`src/rtl/ehl_cdc_pkg.sv`:
```
// Shared definitions for the toggle-handshake CDC blocks: FSM encoding and handshake
// reset levels.
package ehl_cdc_pkg;

  typedef enum logic [1:0] {
    StIdle = 2'd0,
    StLoad = 2'd1,
    StWait = 2'd2
  } hs_state_e;

  // Reset level of the req toggle and of the synchronized ack; they must agree so that
  // an idle handshake comes out of reset balanced.
  localparam logic ReqInitVal = 1'b0;
  localparam logic AckInitVal = 1'b0;

endpackage

```
`src/rtl/ehl_cdc.sv`:
```
// Multi-flop level synchronizer for signals that cross into the clk domain.
// TECHNOLOGY selects the implementation; 0 is the generic flop chain.
module ehl_cdc #(
  parameter int unsigned      TECHNOLOGY = 0,
  parameter int unsigned      WIDTH      = 1,
  parameter int unsigned      SYNC_STAGE = 2,
  parameter logic [WIDTH-1:0] INIT_VAL   = '0
) (
  input  logic             clk,
  input  logic             reset_n,
  input  logic [WIDTH-1:0] data_in,
  output logic [WIDTH-1:0] data_out
);

  logic [SYNC_STAGE-1:0][WIDTH-1:0] sync_q;

  if (TECHNOLOGY == 0) begin : g_generic
    always_ff @(posedge clk or negedge reset_n) begin
      if (!reset_n) begin
        sync_q <= {SYNC_STAGE{INIT_VAL}};
      end else begin
        sync_q <= {sync_q[SYNC_STAGE-2:0], data_in};
      end
    end
  end else begin : g_tech
    // No vendor synchronizer cell is mapped yet, so every technology uses the flop chain.
    always_ff @(posedge clk or negedge reset_n) begin
      if (!reset_n) begin
        sync_q <= {SYNC_STAGE{INIT_VAL}};
      end else begin
        sync_q <= {sync_q[SYNC_STAGE-2:0], data_in};
      end
    end
  end

  assign data_out = sync_q[SYNC_STAGE-1];

endmodule

```
`src/rtl/ehl_cdc_hs_tx.sv`:
```
// Source side of a toggle req/ack handshake: registers a payload, toggles req_out one
// cycle later and waits until the synchronized ack toggle matches before accepting more.
module ehl_cdc_hs_tx
  import ehl_cdc_pkg::*;
#(
  parameter int unsigned      TECHNOLOGY = 0,
  parameter int unsigned      WIDTH      = 8,
  parameter int unsigned      SYNC_STAGE = 2,
  parameter logic [WIDTH-1:0] INIT_VAL   = '0
) (
  input  logic             clk,
  input  logic             reset_n,
  input  logic             valid_in,
  input  logic [WIDTH-1:0] data_in,
  output logic             ready,
  output logic [WIDTH-1:0] data_out,
  output logic             req_out,
  input  logic             ack_in,
  output logic             done,
  output logic             err
);

  hs_state_e        state_q, state_d;
  logic [WIDTH-1:0] data_q, data_d;
  logic             req_q, req_d;
  logic             done_q, done_d;
  logic             err_q, err_d;
  logic             ack_s;

  ehl_cdc #(
    .TECHNOLOGY(TECHNOLOGY),
    .WIDTH     (1),
    .SYNC_STAGE(SYNC_STAGE),
    .INIT_VAL  (AckInitVal)
  ) u_ack_sync (
    .clk     (clk),
    .reset_n (reset_n),
    .data_in (ack_in),
    .data_out(ack_s)
  );

  always_comb begin
    state_d = state_q;
    data_d  = data_q;
    req_d   = req_q;
    done_d  = 1'b0;
    err_d   = err_q;

    unique case (state_q)
      StIdle: begin
        if (valid_in) begin
          data_d  = data_in;
          state_d = StLoad;
        end
      end
      StLoad: begin
        // Payload was registered last cycle, so it is stable before req toggles.
        req_d   = ~req_q;
        state_d = StWait;
      end
      StWait: begin
        if (ack_s == req_q) begin
          done_d  = 1'b1;
          state_d = StIdle;
        end
      end
      default: state_d = StIdle;
    endcase

    // Outside WAIT the ack must already match req; any difference is a protocol fault.
    if ((state_q == StIdle || state_q == StLoad) && (ack_s != req_q)) begin
      err_d = 1'b1;
    end
  end

  always_ff @(posedge clk or negedge reset_n) begin
    if (!reset_n) begin
      state_q <= StIdle;
      data_q  <= INIT_VAL;
      req_q   <= ReqInitVal;
      done_q  <= 1'b0;
      err_q   <= 1'b0;
    end else begin
      state_q <= state_d;
      data_q  <= data_d;
      req_q   <= req_d;
      done_q  <= done_d;
      err_q   <= err_d;
    end
  end

  assign ready    = (state_q == StIdle);
  assign data_out = data_q;
  assign req_out  = req_q;
  assign done     = done_q;
  assign err      = err_q;

endmodule

```
`config.mk`:
```
export PLATFORM = sky130hd
export DESIGN_NAME = ehl_cdc_hs_tx
export DESIGN_NICKNAME = d
export VERILOG_FILES = /design/src/rtl/ehl_cdc_pkg.sv /design/src/rtl/ehl_cdc.sv /design/src/rtl/ehl_cdc_hs_tx.sv
export SDC_FILE = /design/constraint.sdc
export NUM_CORES = 1
export LEC_CHECK = 0
export BUFFER_PORTS_ARGS = -buffer_cell sky130_fd_sc_hd__buf_2
export CORE_MARGIN = 4
export CORE_UTILIZATION = 41
export CTS_CLUSTER_SIZE = 28
export DETAILED_ROUTE_END_ITERATION = 8
export PLACE_DENSITY = 0.71
export SETUP_SLACK_MARGIN = 0.5
export SYNTH_ARGS = -nofsm -noshare
export SYNTH_HDL_FRONTEND = slang
export SYNTH_SLANG_ARGS = --single-unit
```
`constraint.sdc`:
```
create_clock -name clk -period 1.6 [get_ports clk]
set_input_delay 0.32 -clock clk [delete_from_list [all_inputs] [get_ports clk]]
set_output_delay 0.32 -clock clk [all_outputs]
set_load 0.02 [all_outputs]
```
==> metrics.txt, run 1 <==
# TYPE chip_impl_metric gauge
chip_impl_metric{name="layout.core_utilization",unit="%"} 79.27
chip_impl_metric{name="final.hold.worst_slack",unit="ns"} 0.1486
chip_impl_metric{name="wire_per_inst",unit="um"} 14.24
chip_impl_metric{name="maximum_number_of_pins_on_one_net_before_global_route_repair",unit=""} 16
chip_impl_metric{name="routed-via-count",unit=""} 413
chip_impl_metric{name="grt_pass1_wl",unit="um"} 1745
chip_impl_metric{name="crit_cells",unit=""} 2
chip_impl_info{name="rr_startpoint",value="state_q[1]$_DFFE_PN0P_"} 1
chip_impl_metric{name="tightest_slew",unit="ns"} 0.3210
chip_impl_info{name="hold_start",value="ack_in"} 1
chip_impl_metric{name="yosysUniqueCellTypes",unit=""} 11
chip_impl_info{name="r2r_end",value="data_out[5]$_DFFE_PN0P_"} 1
chip_impl_metric{name="power",unit="mW"} 1.918
chip_impl_metric{name="filler_cell_count_in_the_final_layout",unit=""} 67
chip_impl_metric{name="timing.critical_path.buf_inv",unit=""} 1
chip_impl_info{name="tritoncts",value="done"} 1
chip_impl_metric{name="boundaryPins",unit=""} 24
chip_impl_metric{name="gp_congestion",unit=""} 0.6351
chip_impl_info{name="yosysMostFrequentCell",value="dfrtp_1"} 1
chip_impl_metric{name="vias_per_cell",unit=""} 4.640
chip_impl_metric{name="vdd_ir_drop_max",unit="uV"} 1028
chip_impl_metric{name="seq_area",unit="um2"} 375.4
chip_impl_metric{name="synth_nets",unit=""} 45
chip_impl_info{name="setup_repair_after_global_routing_missed_its_margin",value="yes"} 1
chip_impl_metric{name="arrival",unit="ns"} 1.04
chip_impl_metric{name="detail_route.drc_violations",unit=""} 0
chip_impl_metric{name="crit_path_largest_cell_delay",unit="ns"} 0.44
chip_impl_metric{name="ys_ff_latch",unit=""} 15
chip_impl_info{name="synth_area_leaders",value="dfrtp_1, mux2_2, xnor2_1, nor3b_2, buf_6"} 1
chip_impl_metric{name="multiInputGateArea",unit="um2"} 196.4
chip_impl_info{name="cp_top_family",value="flip-flops"} 1
chip_impl_metric{name="power_leakage",unit="nW"} 0.4775
chip_impl_info{name="critPathLaunchType",value="register"} 1
chip_impl_info{name="clock-root-buffer",value="clkbuf_4"} 1
chip_impl_metric{name="finalCriticalPeriod",unit="ns"} 1.362
chip_impl_metric{name="syn-mean-instance-area",unit="um2"} 16.53
chip_impl_metric{name="mappedNetlistArea",unit="um2"} 545.5
chip_impl_metric{name="hold-path-cell-count",unit=""} 1
chip_impl_metric{name="postSynth.asyncResetShare",unit="%"} 100.0
chip_impl_metric{name="ctsLongestPathBuffers",unit=""} 2
chip_impl_info{name="whs_endpoint",value="u_ack_sync.sync_q[0]$_DFF_PN0_"} 1
chip_impl_metric{name="yosysWarningCount",unit=""} 0
chip_impl_metric{name="tritoncts_num_sinks",unit=""} 15
chip_impl_info{name="synth.cells.most_frequent",value="dfrtp_1, mux2_2, xnor2_1"} 1
chip_impl_info{name="crit_type",value="reg2out"} 1
chip_impl_metric{name="synth_largest_type_area_fraction",unit="%"} 68.81
chip_impl_info{name="cpMaxStageDelayCell",value="dfrtp_1"} 1
chip_impl_metric{name="min_period_over_period",unit="%"} 85.11
chip_impl_info{name="synth_ff_type",value="dfrtp_1"} 1
chip_impl_metric{name="worst_setup_hold_path_clk_slew",unit="ns"} 0.08
chip_impl_metric{name="grt_antenna_before_repair",unit=""} 0
chip_impl_info{name="tightest_hold_check_type",value="in2reg"} 1
chip_impl_metric{name="maxClockFrequency",unit="GHz"} 0.7343
chip_impl_metric{name="antenna_cells_inserted",unit=""} 0
chip_impl_info{name="yosysTopAreaCell",value="dfrtp_1"} 1
chip_impl_info{name="worst_path_cell_trace",value="nor2_1, buf_4"} 1
chip_impl_metric{name="cts_inserted_buffers",unit=""} 3
chip_impl_metric{name="timing.max_cap.violations",unit=""} 0
chip_impl_metric{name="finalHoldViolCount",unit=""} 0
chip_impl_metric{name="seq_area_frac_synth",unit="%"} 68.81
chip_impl_info{name="status",value="finished, final reports clean"} 1
chip_impl_metric{name="initial_utilization",unit="%"} 46.58
chip_impl_metric{name="worst_slack",unit="ns"} 0.2382
chip_impl_metric{name="ff2ff_setup_slack",unit="ns"} 0.35
chip_impl_metric{name="antenna_violating_nets_post_route",unit=""} 0
chip_impl_metric{name="grt_overflow_total",unit=""} 0
chip_impl_metric{name="fp.dieArea",unit="um2"} 1978
chip_impl_metric{name="detail_route.first_pass.iterations",unit=""} 2
chip_impl_metric{name="postRouteWirelength",unit="um"} 1267
chip_impl_metric{name="final-setup-viol-count",unit=""} 0
chip_impl_metric{name="slew_headroom",unit="%"} 78.60
chip_impl_metric{name="post_route_cells_drive_above_1_share",unit="%"} 68.00
chip_impl_metric{name="coreArea",unit="um2"} 1171
chip_impl_metric{name="grt_use_total",unit="%"} 12.81
chip_impl_metric{name="grt_pass1_vias",unit=""} 400
chip_impl_metric{name="clock_latency",unit="ns"} 0.28
chip_impl_metric{name="pwr_density_cell",unit="nW/um2"} 2066
chip_impl_metric{name="post_synth_edffs",unit=""} 0
chip_impl_metric{name="layout_stage_area_growth_over_the_synthesis_result",unit="%"} 70.18
chip_impl_metric{name="r2r_cells",unit=""} 3
chip_impl_metric{name="timing.final.max_slew_violations",unit=""} 0
chip_impl_metric{name="detailedPlace.worstSlack",unit="ns"} 0.3548
chip_impl_metric{name="tns",unit="ns"} 0
chip_impl_metric{name="cp_data_required_time",unit="ns"} 1.28
chip_impl_metric{name="port-buffer-count",unit=""} 23
chip_impl_metric{name="x_dimension_of_the_die",unit="um"} 44.48
chip_impl_metric{name="finalNetCount",unit=""} 88
chip_impl_metric{name="worst_clock_skew",unit="ns"} 0.005570
chip_impl_metric{name="dieHeight",unit="um"} 44.48
chip_impl_metric{name="core.rowCount",unit=""} 12
chip_impl_metric{name="ctsHtreeMaxLevel",unit=""} 1
chip_impl_info{name="worstSetupEndpointType",value="primary output"} 1
chip_impl_metric{name="gate_count_post_synth",unit=""} 33
chip_impl_metric{name="timing.critical_path.fanout_max",unit=""} 6
chip_impl_metric{name="initialDrtViolationCount",unit=""} 4
-- sequential cells by signal, indices dropped and copies added, names as in the netlist --
signal / count
err: 1
u_ack_sync.data_out: 1
done: 1
state_q: 2
u_ack_sync.sync_q: 1
req_out: 1
data_out: 8
-- cell usage in the layout, fill, tap and decap left out, drive strengths merged --
cell | Yosys | final
dfrtp | 15 | 15
xnor2 | 2 | 2
buf | 1 | 38
mux2 | 8 | 8
o21ai | 1 | 1
nand2b | 1 | 1
nor3b | 1 | 1
dlygate4sd3 | 0 | 1
clkbuf | 0 | 4
and3b | 1 | 1
nor2 | 1 | 1
o21bai | 1 | 1
or2b | 1 | 1
-- per-stage QoR --
step / cell area [um2] / std cells
global route: 928.4 / 89
floorplan: 575.6 / 33
CTS: 875.8 / 83
finish: 928.4 / 89
detailed placement: 704.4 / 70
global placement: 704.4 / 70
-- area by class of cell --
cell class                 count  area share, %
clock buffer                   4          2.830
multi-input combinational     17          21.16
sequential                    15          40.43
tap                           14          1.887
timing repair buffer          39          33.69
-- power breakdown --
part,total (mW),switching (mW),internal [mW]
Clock,0.205,0.109,0.0967
Sequential,0.644,0.119,0.525
Combinational,1.07,0.407,0.661
-- routing by layer --
| metal | routed length, um | vias to the layer above | GRT usage [%] |
|---|---|---|---|
| met5 | 0 | - | 0 |
| met4 | 21 | 0 | 3.614 |
| met3 | 105 | 2 | 7.724 |
| met2 | 659 | 19 | 20.34 |
| met1 | 480 | 193 | 14.32 |
| li1 | - | 199 | - |
-- cell families (layout without fill, tap and decap cells) --
| kind of cell | Yosys count | after routing | share of synthesized area, % |
|---|---|---|---|
| compound gates | 2 | 2 | 2.293 |
| xor+xnor | 2 | 2 | 3.212 |
| buf+inv | 1 | 43 | 2.064 |
| flops | 15 | 15 | 68.81 |
| mux | 8 | 8 | 16.51 |
| simple gates | 5 | 5 | 7.111 |
-- timing repair --
| action | 4_1_cts | 5_1_grt |
|---|---|---|
| hold endpoints to repair | 15 | 0 |
| buffers inserted | 8 | 6 |
| hold buffers | 1 | 0 |
| gates cloned | 0 | 0 |
| resized for setup | 24 | 1 |
| pin swaps | 1 | 0 |
| endpoints found under the setup margin | 20 | 21 |
-- worst max path at each step --
| stage | from | to |
|---|---|---|
| after floorplan | state_q[0]$_DFFE_PN0P_ | data_out[0]$_DFFE_PN0P_ |
| after global placement | state_q[0]$_DFFE_PN0P_ | data_out[5]$_DFFE_PN0P_ |
| after detailed placement | state_q[0]$_DFFE_PN0P_ | data_out[1]$_DFFE_PN0P_ |
| after CTS | state_q[1]$_DFFE_PN0P_ | ready |
| after global routing | state_q[1]$_DFFE_PN0P_ | ready |
| final | state_q[1]$_DFFE_PN0P_ | ready |
(Power assumes the default switching activity.)
==> run 2, diff against run 1 <==
--- a/config.mk
+++ b/config.mk
@@ -7,10 +7,9 @@
 export LEC_CHECK = 0
 export BUFFER_PORTS_ARGS = -buffer_cell sky130_fd_sc_hd__buf_2
 export CORE_MARGIN = 4
-export CORE_UTILIZATION = 41
+export CORE_UTILIZATION = 35
 export CTS_CLUSTER_SIZE = 28
 export DETAILED_ROUTE_END_ITERATION = 8
-export PLACE_DENSITY = 0.71
 export SETUP_SLACK_MARGIN = 0.5
 export SYNTH_ARGS = -nofsm -noshare
 export SYNTH_HDL_FRONTEND = slang
==> run 2 against run 1 <==
  * Cell count shrank 5.6%
  * Sequential power decreased by 1%
  * Clock skew is essentially flat
  * Worst setup slack better by 0.098 ns
  * Combinational power shrank 12%
  * Total power fell by 6.8%
  * Clock power up 3%
  * Core utilization decreased by 16 points
  * Die area rose by 14%
  * Routed wire length decreased by 17%
  * Worst hold slack worse by 0.0029 ns
  * Flip-flop and latch count unchanged
  * Largest cell class unchanged
==> metrics.txt, run 2 (synthesized netlist as in run 1, its figures left out) <==
# TYPE chip_impl_metric gauge
chip_impl_info{name="worstSetupEndpointType",value="primary output"} 1
chip_impl_metric{name="ctsLongestPathBuffers",unit=""} 2
chip_impl_metric{name="finalNetCount",unit=""} 82
chip_impl_metric{name="antenna_cells_inserted",unit=""} 0
chip_impl_metric{name="final.hold.worst_slack",unit="ns"} 0.1457
chip_impl_metric{name="timing.final.max_slew_violations",unit=""} 0
chip_impl_info{name="layout_commonest_cell",value="dfrtp_1"} 1
chip_impl_metric{name="ctsHtreeMaxLevel",unit=""} 1
chip_impl_info{name="crit_type",value="reg2out"} 1
chip_impl_info{name="worstSetupEndpoint",value="ready"} 1
chip_impl_metric{name="largest_register_ffs",unit=""} 8
chip_impl_metric{name="power_leakage",unit="nW"} 0.4466
chip_impl_metric{name="core.rowCount",unit=""} 13
chip_impl_metric{name="cts_inserted_buffers",unit=""} 3
chip_impl_metric{name="r2r_cells",unit=""} 3
chip_impl_metric{name="grt_pass1_vias",unit=""} 398
chip_impl_metric{name="detailed_place_hpwl",unit="um"} 697.1
chip_impl_metric{name="coreArea",unit="um2"} 1383
chip_impl_info{name="clock-root-buffer",value="clkbuf_4"} 1
chip_impl_metric{name="finalInstanceArea",unit="um2"} 878.3
chip_impl_metric{name="post_route_cells_drive_above_1_share",unit="%"} 65.22
chip_impl_metric{name="initial_utilization",unit="%"} 39.46
chip_impl_metric{name="timing.critical_path.fanout_max",unit=""} 4
chip_impl_metric{name="finalHoldViolCount",unit=""} 0
chip_impl_metric{name="wire_per_inst",unit="um"} 12.54
chip_impl_metric{name="initialDrtViolationCount",unit=""} 0
chip_impl_metric{name="grt_overflow_total",unit=""} 0
chip_impl_metric{name="final-setup-viol-count",unit=""} 0
chip_impl_info{name="r2r_end",value="data_out[4]$_DFFE_PN0P_"} 1
chip_impl_metric{name="arrival",unit="ns"} 0.94
chip_impl_metric{name="numPlacedInstances",unit=""} 71
chip_impl_metric{name="vias_per_cell",unit=""} 4.607
chip_impl_info{name="rr_startpoint",value="state_q[1]$_DFFE_PN0P_"} 1
chip_impl_info{name="critical_path.startpoint",value="state_q[1]$_DFFE_PN0P_"} 1
chip_impl_info{name="setup_repair_after_global_routing_missed_its_margin",value="yes"} 1
chip_impl_info{name="tightest_hold_check_type",value="in2reg"} 1
chip_impl_info{name="mostFrequentLayoutCells",value="dfrtp_1, buf_6, buf_2"} 1
chip_impl_metric{name="filler_cell_count_in_the_final_layout",unit=""} 112
chip_impl_metric{name="cp_data_required_time",unit="ns"} 1.28
chip_impl_metric{name="grt_pass1_wl",unit="um"} 1662
chip_impl_metric{name="boundaryPins",unit=""} 24
chip_impl_metric{name="detailedPlace.worstSlack",unit="ns"} 0.3480
chip_impl_metric{name="tns",unit="ns"} 0
chip_impl_metric{name="postRouteWirelength",unit="um"} 1053
chip_impl_metric{name="slew_headroom",unit="%"} 78.66
chip_impl_metric{name="x_dimension_of_the_die",unit="um"} 47.48
chip_impl_metric{name="pwr_density_cell",unit="nW/um2"} 2036
chip_impl_metric{name="grt_antenna_before_repair",unit=""} 0
chip_impl_metric{name="clock_latency",unit="ns"} 0.27
chip_impl_metric{name="ff2ff_setup_slack",unit="ns"} 0.39
chip_impl_metric{name="maximum_number_of_pins_on_one_net_before_global_route_repair",unit=""} 16
chip_impl_metric{name="tightest_slew",unit="ns"} 0.3201
chip_impl_metric{name="tritoncts_num_sinks",unit=""} 15
chip_impl_metric{name="stdcell_count",unit=""} 84
chip_impl_metric{name="grt_use_total",unit="%"} 10.98
chip_impl_metric{name="maxClockFrequency",unit="GHz"} 0.7913
chip_impl_metric{name="gp_congestion",unit=""} 0.7314
chip_impl_metric{name="min_period_over_period",unit="%"} 78.99
chip_impl_metric{name="detail_route.drc_violations",unit=""} 0
chip_impl_info{name="tritoncts",value="done"} 1
chip_impl_metric{name="dieHeight",unit="um"} 47.48
chip_impl_metric{name="antenna_violating_nets_post_route",unit=""} 0
chip_impl_metric{name="layout_stage_area_growth_over_the_synthesis_result",unit="%"} 61.01
chip_impl_metric{name="fp.dieArea",unit="um2"} 2254
chip_impl_metric{name="worst_clock_skew",unit="ns"} 0.006028
chip_impl_metric{name="detail_route.first_pass.iterations",unit=""} 1
chip_impl_metric{name="vdd_ir_drop_max",unit="uV"} 1043
chip_impl_info{name="critPathLaunchType",value="register"} 1
chip_impl_metric{name="layout.core_utilization",unit="%"} 63.53
chip_impl_info{name="status",value="finished, final reports clean"} 1
chip_impl_metric{name="finalCriticalPeriod",unit="ns"} 1.264
chip_impl_metric{name="timing.max_cap.violations",unit=""} 0
chip_impl_metric{name="routed-via-count",unit=""} 387
chip_impl_metric{name="port-buffer-count",unit=""} 23
chip_impl_metric{name="worst_setup_hold_path_clk_slew",unit="ns"} 0.09
chip_impl_metric{name="postPlaceCellArea",unit="um2"} 705.7
chip_impl_metric{name="worst_slack",unit="ns"} 0.3362
chip_impl_metric{name="power",unit="mW"} 1.788
run 2: cell types whose count changed in the layout (fill, tap and decap cells not counted), sizes merged:
cell / delta
clkinv: +1
buf: -6
clkbuf: -1
run 2: worst min path at each step:
stage | endpoint | cells after the start | from | slack, ns
6_report | u_ack_sync.sync_q[0]$_DFF_PN0_ | 1 | ack_in | 0.15
2_1_floorplan | data_out[0]$_DFFE_PN0P_ | 0 | reset_n | 0.02
5_1_grt | u_ack_sync.sync_q[0]$_DFF_PN0_ | 1 | ack_in | 0.13
3_3_place_gp | data_out[5]$_DFFE_PN0P_ | 1 | reset_n | 0.24
3_5_place_dp | data_out[5]$_DFFE_PN0P_ | 1 | reset_n | 0.24
4_1_cts | u_ack_sync.sync_q[0]$_DFF_PN0_ | 1 | ack_in | 0.14
run 2: routing by layer:
metal,global-route usage (%),vias up,part of all wire [%]
li1,-,184,-
met1,12.77,187,42
met2,17.11,16,46
met3,5.263,0,11
met4,4.972,0,0
met5,0,-,0
run 2: timing repair:
item	4_1_cts	5_1_grt
resized for setup	24	0
hold buffers	1	0
pin swaps	1	0
hold endpoints to repair	15	0
buffers inserted	5	3
setup endpoints to repair	20	20
run 2: area by class of cell:
type | count | area [um2] | area share [%]
timing repair buffer | 33 | 267.8 | 30.48
multi-input combinational | 17 | 188.9 | 21.51
clock buffer | 3 | 22.52 | 2.564
tap | 15 | 18.77 | 2.137
clock inverter | 1 | 5.005 | 0.5698
sequential | 15 | 375.4 | 42.74
run 2: critical path, stage by stage (launching register included):
cell,delay (ns)
dfrtp_1,0.42
nor2_1,0.10
buf_4,0.14
run 2: power breakdown:
part	switching, mW	internal, mW
clock network	0.118	0.0924
registers	0.111	0.525
logic	0.370	0.572
==> run 3, diff against run 2 <==
--- a/config.mk
+++ b/config.mk
@@ -5,7 +5,9 @@
 export SDC_FILE = /design/constraint.sdc
 export NUM_CORES = 1
 export LEC_CHECK = 0
+export ABC_AREA = 1
 export BUFFER_PORTS_ARGS = -buffer_cell sky130_fd_sc_hd__buf_2
+export CORE_ASPECT_RATIO = 0.8
 export CORE_MARGIN = 4
 export CORE_UTILIZATION = 35
 export CTS_CLUSTER_SIZE = 28
==> constraint.sdc (replaced) <==
create_clock -name clk -period 1.2 [get_ports clk]
set_input_delay 0.24 -clock clk [delete_from_list [all_inputs] [get_ports clk]]
set_output_delay 0.24 -clock clk [all_outputs]
set_load 0.02 [all_outputs]
==> run 3 against run 2 <==
  * Synthesized cell count is 76% higher
  * Sequential share of layout area decreased by 3.1 points
  * First-iteration DRC count rose by 10
  * Highest routed layer is now met4
  * Combinational power rose by 41%
  * Worst hold slack got worse by 0.092 ns
  * Die area grew 4.2%
  * Largest cell class unchanged
  * Worst setup slack worse by 0.32 ns
  * Via count increased by 30%
==> metrics.txt, run 3 <==
# TYPE chip_impl_metric gauge
chip_impl_metric{name="ctsHtreeMaxLevel",unit=""} 1
chip_impl_info{name="worstSetupEndpointType",value="primary output"} 1
chip_impl_metric{name="layout_stage_area_growth_over_the_synthesis_result",unit="%"} 66.08
chip_impl_metric{name="cp_data_required_time",unit="ns"} 0.96
chip_impl_info{name="worstSetupEndpoint",value="ready"} 1
chip_impl_metric{name="ff2ff_setup_slack",unit="ns"} 0.15
chip_impl_info{name="synth_ff_type",value="dfrtp_1"} 1
chip_impl_metric{name="timing.max_cap.violations",unit=""} 0
chip_impl_info{name="crit_type",value="reg2out"} 1
chip_impl_metric{name="fp.dieArea",unit="um2"} 2348
chip_impl_metric{name="vias_per_cell",unit=""} 4.328
chip_impl_info{name="clock-root-buffer",value="clkbuf_4"} 1
chip_impl_metric{name="coreArea",unit="um2"} 1456
chip_impl_metric{name="clock_latency",unit="ns"} 0.29
chip_impl_info{name="yosysTopAreaCell",value="dfrtp_1"} 1
chip_impl_metric{name="synth_nets",unit=""} 70
chip_impl_metric{name="power_leakage",unit="nW"} 0.5139
chip_impl_info{name="setup_repair_after_global_routing_missed_its_margin",value="yes"} 1
chip_impl_info{name="synth.cells.most_frequent",value="nand2_1, dfrtp_1, nand3_1"} 1
chip_impl_metric{name="grt_overflow_total",unit=""} 0
chip_impl_metric{name="grt_antenna_before_repair",unit=""} 0
chip_impl_info{name="r2r_end",value="state_q[1]$_DFFE_PN0P_"} 1
chip_impl_metric{name="yosysUniqueCellTypes",unit=""} 10
chip_impl_metric{name="min_period_over_period",unit="%"} 98.95
chip_impl_metric{name="slew_headroom",unit="%"} 86.12
chip_impl_info{name="rr_startpoint",value="state_q[0]$_DFFE_PN0P_"} 1
chip_impl_metric{name="tightest_slew",unit="ns"} 0.2082
chip_impl_metric{name="detail_route.first_pass.iterations",unit=""} 4
chip_impl_info{name="tritoncts",value="done"} 1
chip_impl_info{name="critical_path.startpoint",value="state_q[0]$_DFFE_PN0P_"} 1
chip_impl_metric{name="timing.critical_path.fanout_max",unit=""} 2
chip_impl_metric{name="vdd_ir_drop_max",unit="uV"} 1320
chip_impl_metric{name="core.rowCount",unit=""} 12
chip_impl_info{name="yosysMostFrequentCell",value="nand2_1"} 1
chip_impl_metric{name="filler_cell_count_in_the_final_layout",unit=""} 134
chip_impl_info{name="layout_commonest_cell",value="nand2_1"} 1
chip_impl_metric{name="post_route_cells_drive_above_1_share",unit="%"} 51.58
chip_impl_metric{name="worst_clock_skew",unit="ns"} 0.001193
chip_impl_info{name="mostFrequentLayoutCells",value="nand2_1, buf_6, dfrtp_1"} 1
chip_impl_metric{name="routed-via-count",unit=""} 502
chip_impl_metric{name="postPlaceCellArea",unit="um2"} 732.0
chip_impl_metric{name="mappedNetlistArea",unit="um2"} 571.8
chip_impl_metric{name="largest_register_ffs",unit=""} 8
chip_impl_metric{name="detail_route.drc_violations",unit=""} 0
chip_impl_metric{name="final-setup-viol-count",unit=""} 0
chip_impl_info{name="synth_area_leaders",value="dfrtp_1, nand2_1, nand3_1, inv_1, nand2_4"} 1
chip_impl_metric{name="port-buffer-count",unit=""} 23
chip_impl_info{name="status",value="finished, final reports clean"} 1
chip_impl_metric{name="postRouteWirelength",unit="um"} 1266
chip_impl_metric{name="dieHeight",unit="um"} 44.15
chip_impl_metric{name="synth_largest_type_area_fraction",unit="%"} 65.65
chip_impl_metric{name="gate_count_post_synth",unit=""} 58
chip_impl_metric{name="postSynth.asyncResetShare",unit="%"} 100.0
chip_impl_metric{name="timing.final.max_slew_violations",unit=""} 0
chip_impl_metric{name="finalHoldViolCount",unit=""} 0
chip_impl_metric{name="cts_inserted_buffers",unit=""} 3
chip_impl_metric{name="ctsLongestPathBuffers",unit=""} 2
chip_impl_metric{name="grt_pass1_wl",unit="um"} 2145
chip_impl_metric{name="finalCriticalPeriod",unit="ns"} 1.187
chip_impl_metric{name="boundaryPins",unit=""} 24
chip_impl_metric{name="worst_setup_hold_path_clk_slew",unit="ns"} 0.08
chip_impl_metric{name="grt_pass1_vias",unit=""} 466
chip_impl_metric{name="grt_use_met3",unit="%"} 7.407
chip_impl_metric{name="gp_congestion",unit=""} 0.7016
chip_impl_metric{name="detailedPlace.worstSlack",unit="ns"} 0.2163
chip_impl_metric{name="grt_util_met2",unit="%"} 20.05
chip_impl_metric{name="yosysWarningCount",unit=""} 0
chip_impl_metric{name="worst_slack",unit="ns"} 0.01256
chip_impl_metric{name="antenna_cells_inserted",unit=""} 0
chip_impl_info{name="critPathLaunchType",value="register"} 1
chip_impl_metric{name="grt_use_total",unit="%"} 13.22
chip_impl_metric{name="arrival",unit="ns"} 0.95
chip_impl_metric{name="antenna_violating_nets_post_route",unit=""} 0
chip_impl_metric{name="initialDrtViolationCount",unit=""} 10
chip_impl_metric{name="r2r_cells",unit=""} 6
chip_impl_metric{name="post_synth_edffs",unit=""} 0
chip_impl_metric{name="detailed_place_hpwl",unit="um"} 777
chip_impl_metric{name="grt_met1_usage",unit="%"} 15.76
chip_impl_metric{name="pwr_density_cell",unit="nW/um2"} 2583
chip_impl_metric{name="finalInstanceArea",unit="um2"} 949.7
chip_impl_metric{name="ys_ff_latch",unit=""} 15
chip_impl_metric{name="finalNetCount",unit=""} 108
chip_impl_metric{name="initial_utilization",unit="%"} 39.26
chip_impl_metric{name="x_dimension_of_the_die",unit="um"} 53.19
chip_impl_metric{name="seq_area_frac_synth",unit="%"} 65.65
chip_impl_metric{name="maxClockFrequency",unit="GHz"} 0.8422
chip_impl_metric{name="syn-mean-instance-area",unit="um2"} 9.859
chip_impl_info{name="global_route.peak_usage_layer",value="met2"} 1
chip_impl_info{name="tightest_hold_check_type",value="in2reg"} 1
chip_impl_metric{name="wire_per_inst",unit="um"} 10.91
chip_impl_metric{name="maximum_number_of_pins_on_one_net_before_global_route_repair",unit=""} 16
chip_impl_metric{name="tritoncts_num_sinks",unit=""} 15
[run 3: cell count changes after synthesis, moves of 2 or more]
cell	previous run	this run
nand2_1	0	21
nand3_1	0	10
xnor2_1	2	0
inv_1	0	6
mux2_2	8	0
[run 3: report_power, final]
part / switching [mW] / internal, mW
logic: 0.644 / 0.691
registers: 0.136 / 0.693
clock network: 0.161 / 0.129
[run 3: per-stage QoR]
step	power (mW)	setup TNS (ns)	util, %	hold WS (ns)	cells
floorplan	1.348	0	-	-0.05559	58
global placement	1.629	0	50.26	0.1629	102
detailed placement	1.636	0	50.26	0.1614	102
CTS	2.379	0	62.80	0.04760	114
global route	2.625	-0.04892	65.21	0.03746	116
finish	2.453	0	65.21	0.05363	116
[run 3: logic make-up (layout without fill, tap and decap cells)]
logic type,after synthesis,in the layout,synth area share (%)
buffers and inverters,7,44,4.813
and+or+nand+nor,34,34,27.13
xor gates and xnor gates,1,1,1.532
AOI/OAI and AO/OA,1,1,0.8744
DFF,15,15,65.65
[run 3: layout make-up]
| class | count | area (um2) | share of cell area, % |
|---|---|---|---|
| multi-input cells | 36 | 202.7 | 21.34 |
| clock buffers | 4 | 26.28 | 2.767 |
| flip-flops and latches | 15 | 376.6 | 39.66 |
| repair buffers | 34 | 292.8 | 30.83 |
| inverters | 6 | 25.02 | 2.635 |
| well taps | 21 | 26.28 | 2.767 |
[run 3: worst min path at each step]
stage	from	endpoint	slack, ns	depth (start not counted)
floorplan	reset_n	data_out[0]$_DFFE_PN0P_	-0.06	0
global route	ack_in	u_ack_sync.sync_q[0]$_DFF_PN0_	0.04	1
global placement	reset_n	u_ack_sync.sync_q[0]$_DFF_PN0_	0.16	1
CTS	ack_in	u_ack_sync.sync_q[0]$_DFF_PN0_	0.05	1
detailed placement	reset_n	u_ack_sync.sync_q[0]$_DFF_PN0_	0.16	1
finish	ack_in	u_ack_sync.sync_q[0]$_DFF_PN0_	0.05	1
[run 3: per-layer routing]
layer | share of wire [%] | wire length (um)
met1 | 40 | 502
met2 | 51 | 648
met3 | 7.8 | 99
met4 | 1.1 | 14
met5 | 0 | 0
[run 3: critical path: stages, from the launching register on]
cell,delay (ns)
dfrtp_1,0.41
nor2_4,0.13
buf_6,0.12
[run 3: timing repair]
action,in CTS,in global routing
setup endpoints to repair,25,40
resized for setup,30,7
endpoints found under the hold margin,15,0
pin swaps,4,0
buffers inserted,7,2
hold buffers,1,0
